[src/rtl/imem_loader.sv]
// imem_loader: writer side of the instruction memory.
//
// Takes a byte stream over a valid/ready handshake and packs it into
// little-endian 32-bit words. Each word goes to instruction memory at
// consecutive byte addresses starting at BASE_ADDR. The CPU is held in
// reset-hold until the whole image has been loaded without error.
//
// Ports:
//   clock, reset_n  system clock; asynchronous active-low reset
//   start           one-cycle pulse; begins a load from IDLE, DONE or ERR
//   byte_in         stream data
//   byte_valid      byte_in valid this cycle
//   byte_last       with byte_valid, marks the final byte of the image
//   byte_ready      loader accepts a byte this cycle
//   mem_ready       instruction memory accepts the write this cycle
//   wr_en           write request (held with wr_addr/wr_data until mem_ready)
//   wr_addr         byte address of the write
//   wr_data         word to write
//   word_count      words committed in the current load
//   busy            receiving or writing
//   done            image loaded
//   error           partial word or overflow; load aborted
//   cpu_hold        low only when the image is loaded (gates PC update)
module imem_loader #(
  parameter logic [31:0] BASE_ADDR = 32'h0040_0000,
  parameter int unsigned MAX_WORDS = 1024,
  parameter int unsigned CNT_W     = 16
) (
  input  logic             clock,
  input  logic             reset_n,
  input  logic             start,
  input  logic [7:0]       byte_in,
  input  logic             byte_valid,
  input  logic             byte_last,
  output logic             byte_ready,
  input  logic             mem_ready,
  output logic             wr_en,
  output logic [31:0]      wr_addr,
  output logic [31:0]      wr_data,
  output logic [CNT_W-1:0] word_count,
  output logic             busy,
  output logic             done,
  output logic             error,
  output logic             cpu_hold
);

  typedef enum logic [2:0] {
    S_IDLE,
    S_RECV,
    S_WRITE,
    S_DONE,
    S_ERR
  } state_t;

  state_t           state;
  state_t           state_nxt;
  logic [1:0]       byte_idx;
  logic [31:0]      buffer;
  logic             last_flag;
  logic [CNT_W-1:0] count;
  logic [CNT_W-1:0] count_inc;
  logic [31:0]      count_ext;
  logic             byte_fire;
  logic             wr_fire;
  logic             load_start;

  assign byte_fire  = (state == S_RECV) && byte_valid;
  assign wr_fire    = (state == S_WRITE) && mem_ready;
  assign load_start = start &&
                      ((state == S_IDLE) || (state == S_DONE) || (state == S_ERR));
  assign count_inc  = count + 1'b1;
  assign count_ext  = 32'(count);
  assign word_count = count;

  always_ff @(posedge clock or negedge reset_n) begin
    if (!reset_n) begin
      state <= S_IDLE;
    end else begin
      state <= state_nxt;
    end
  end

  always_comb begin
    state_nxt  = state;
    byte_ready = 1'b0;
    wr_en      = 1'b0;
    wr_addr    = '0;
    wr_data    = '0;
    busy       = 1'b0;
    done       = 1'b0;
    error      = 1'b0;
    cpu_hold   = 1'b1;
    case (state)
      S_IDLE: begin
        if (start) state_nxt = S_RECV;
      end
      S_RECV: begin
        byte_ready = 1'b1;
        busy       = 1'b1;
        if (byte_valid) begin
          // A last marker before the fourth byte leaves a partial word,
          // which is dropped rather than written.
          if (byte_idx == 2'd3) begin
            state_nxt = S_WRITE;
          end else if (byte_last) begin
            state_nxt = S_ERR;
          end
        end
      end
      S_WRITE: begin
        wr_en   = 1'b1;
        busy    = 1'b1;
        wr_addr = BASE_ADDR + (count_ext << 2);
        wr_data = buffer;
        if (mem_ready) begin
          if (last_flag) begin
            state_nxt = S_DONE;
          end else if (count_inc == CNT_W'(MAX_WORDS)) begin
            state_nxt = S_ERR;
          end else begin
            state_nxt = S_RECV;
          end
        end
      end
      S_DONE: begin
        done     = 1'b1;
        cpu_hold = 1'b0;
        if (start) state_nxt = S_RECV;
      end
      S_ERR: begin
        error = 1'b1;
        if (start) state_nxt = S_RECV;
      end
      default: state_nxt = S_IDLE;
    endcase
  end

  always_ff @(posedge clock or negedge reset_n) begin
    if (!reset_n) begin
      byte_idx  <= '0;
      buffer    <= '0;
      last_flag <= 1'b0;
      count     <= '0;
    end else begin
      if (load_start) begin
        byte_idx  <= '0;
        last_flag <= 1'b0;
        count     <= '0;
      end
      if (byte_fire) begin
        buffer[{byte_idx, 3'b000} +: 8] <= byte_in;
        // 2-bit index wraps back to 0 after the fourth byte.
        byte_idx <= byte_idx + 2'd1;
        if (byte_idx == 2'd3) last_flag <= byte_last;
      end
      if (wr_fire) begin
        count <= count_inc;
      end
    end
  end

endmodule

[config.mk]
export PLATFORM = sky130hd
export DESIGN_NAME = imem_loader
export DESIGN_NICKNAME = d
export VERILOG_FILES = /design/src/rtl/imem_loader.sv
export SDC_FILE = /design/constraint.sdc
export NUM_CORES = 1
export LEC_CHECK = 0
export ABC_AREA = 1
export CAP_MARGIN = 20
export CORE_MARGIN = 2
export CORE_UTILIZATION = 43
export DETAILED_ROUTE_END_ITERATION = 10
export PLACE_DENSITY = 0.83
export SLEW_MARGIN = 25
export SYNTH_ARGS = -nofsm -noshare
export SYNTH_HDL_FRONTEND = slang
export SYNTH_SLANG_ARGS = --single-unit
[constraint.sdc]
create_clock -name clock -period 1.96 [get_ports clock]
set_input_delay 0.294 -clock clock [delete_from_list [all_inputs] [get_ports clock]]
set_output_delay 0.294 -clock clock [all_outputs]
set_load 0.01 [all_outputs]
==> run metrics <==
Multi-input gate area 1660 um^2; Die Width between 90 and 100 um; Gate Count Post-Synth 477; fill cell count 730; vias per cell ~5; die extent in y 92.1 um; Worst R2R Setup Slack 0.11 ns; DRT iter0 DRCs between 150 and 200; Final setup viols 0; I/O pins 100; slew margin rel. 62.4%; Leak ~0.0022 uW; RSZ-0062 raised after global routing true; Total GRT Usage 21.0%; final wirelength 9400 um; die area 8490 um^2; Worst path max stage delay 0.38 ns; worst skew pair latency 0.32 ns; clock skew ~0.0052 ns; Req. time, crit path 1.67 ns; slowest CP cell dfrtp_1; status finished, final reports clean; Reg area 1350 um^2; Crit Path Class reg2out; core region area 7610 um^2; input/output buffers 84; pwr dens 815 nW/um^2; post-layout min period 1.89 ns; Core Rows 32; Syn-to-layout area delta 31.4%; Max Cap Viol 0; highest clock rate 529 MHz; Crit. End Element output port; CTS Buffer Depth 2; via count 3,449; Post-DP HPWL 6610 um; CTS buffer count 5; Synth cell types 23; Tightest Pin Transition around 0.56 ns; largest net degree at the start of global routing 28; register area share after synthesis 40.5%; Finished Cell Area 4390 um^2; total power 3580 uW; share of cells above drive strength 1 around a fifth; Synth Register Bits 54; worst endpoint data arrival time between 1.5 and 2 ns; global placement routability congestion 0.920; Tcrit/Tclk final a little over nine tenths; CTS tree done; worst min path class in2async; synthesized area per cell 7.00 um^2; count of final hold-check violations 0; Synth warnings 0; peak supply drop 0.642 mV; Critical Path, Cell by Cell inv_2, nor2_4, inv_1, nor2_4, inv_4, buf_12, nor2_2, clkdlybuf4s15_2; GRT overflow 0; Worst setup SP type register; CTS H-Tree Depth 2; final core occ 57.7%; vias in the first global route 3,128; clock sinks 54; Final nets 598; root buf cell clkbuf_8; number of diodes 0; clock transition at the registers of the reported paths 0.11 ns; Slew Viols, Final 0; most used cell, CP nor2_4; drt wl/cell 13.8 um; Fin Setup TNS 0 ns; synthesized cell area 3340 um^2; placed inst area approximately 4300 um^2; CP Max Fanout 14; number of routed nets with antenna violations 0; Initial DRT Pass Iterations 5; first-pass GRT wire length between 10,000 and 15,000 um; initial antenna violation count 0; Starting Density 43.9%; drt drc 0
[per-layer routing]
metal / share of wire, % / GRT usage, %
met1: 41 / 27.0
met2: 50 / 36.8
met3: 6.0 / 3.04
met4: 2.5 / 6.47
met5: 0 / 0
[sequential cells by signal, indices dropped and copies added (netlist names)]
signal and flops:
buffer 32, word_count 16, state 3, byte_idx 2
last_flag 1
[what timing repair did]
action,in CTS,in global routing
setup buffers,2,6
endpoints found under the hold margin,20,0
endpoints found under the setup margin,53,61
pin swaps,0,10
gates cloned,0,3
hold buffers,1,0
gates resized for setup,128,82
[Yosys cell counts]
master / n / area, um^2
clkbuf_1: 6 / 22.5
nand3_1: 42 / 210
o22ai_1: 13 / 81.3
o21ai_1: 1 / 5.00
buf_1: 1 / 3.75
nand3_2: 1 / 10.0
o21ai_0: 42 / 210
nand4_1: 15 / 93.8
nor3_1: 2 / 10.0
xnor2_1: 1 / 8.76
nor2_4: 8 / 90.1
dfrtp_1: 54 / 1350
a22o_1: 1 / 8.76
ha_1: 7 / 87.6
nand2_2: 2 / 12.5
buf_2: 5 / 25.0
buf_4: 18 / 135
inv_2: 3 / 11.3
nand2_1: 98 / 368
nor2_1: 75 / 282
inv_1: 79 / 297
conb_1: 1 / 3.75
nor2_2: 2 / 12.5
[per-stage QoR]
step	hold slack, ns	cells	worst slack (ns)
after floorplan	-0.00159	491	0.0556
after detailed placement	0.311	660	-0.0313
final	0.500	680	0.0709
after global routing	0.533	680	-0.0379
after CTS	0.510	671	0.000816
after global placement	0.306	660	0.0620
[final timing paths]
check	startpoint	end	cells after the start
min in group clock	buffer[22]	buffer[22]	2
worst min-delay path	reset_n	word_count[14]	2
worst max-delay path	state[1]	wr_data[15]	8
worst max register to register	word_count[0]	state[0]	14
worst min register to register	buffer[22]	buffer[22]	2
max in group asynchronous	reset_n	byte_idx[0]	3
[where the power goes]
part / internal, uW / leakage (uW) / switching [uW]
clock: 301 / 0.0000537 / 409
sequential: 1410 / 0.000718 / 116
combinational: 423 / 0.00143 / 918
[logic make-up after synthesis]
group | synth area share [%]
simple gates | 32.6
other cells | 0.112
fa+ha+maj | 2.62
compound gates | 9.14
flops | 40.5
buf+inv | 14.8
xor+xnor | 0.262
[layout make-up]
cell class	instances	area share (%)
flip-flops and latches	54	30.8
multi-input cells	327	37.8
repair buffers	107	19.0
inverters	82	7.16
clock buffers	6	1.88
clock inverters	2	0.456
well taps	102	2.91
[layout by cell type, fill, tap and decap left out, types with 3 or more instances in the layout]
cell type	count
buf_2	27
nand2_2	6
o21ai_0	42
inv_1	77
clkbuf_8	6
o22ai_1	13
ha_1	6
clkbuf_2	21
nand4_1	15
dfrtp_1	53
buf_6	4
clkdlybuf4s50_1	28
inv_2	3
nor2_4	13
nand3_2	3
nand3_1	40
buf_4	15
nor2_2	7
nor2_1	67
conb_1	15
dlygate4sd2_1	4
nand2_1	92
[critical path, delay by kind of cell, from the launching register on]
kind / cells / cell delay, ns
buf+inv: 5 / 0.60
flops: 1 / 0.38
simple gates: 3 / 0.30
Note: power is estimated with default switching activity, not from simulation.
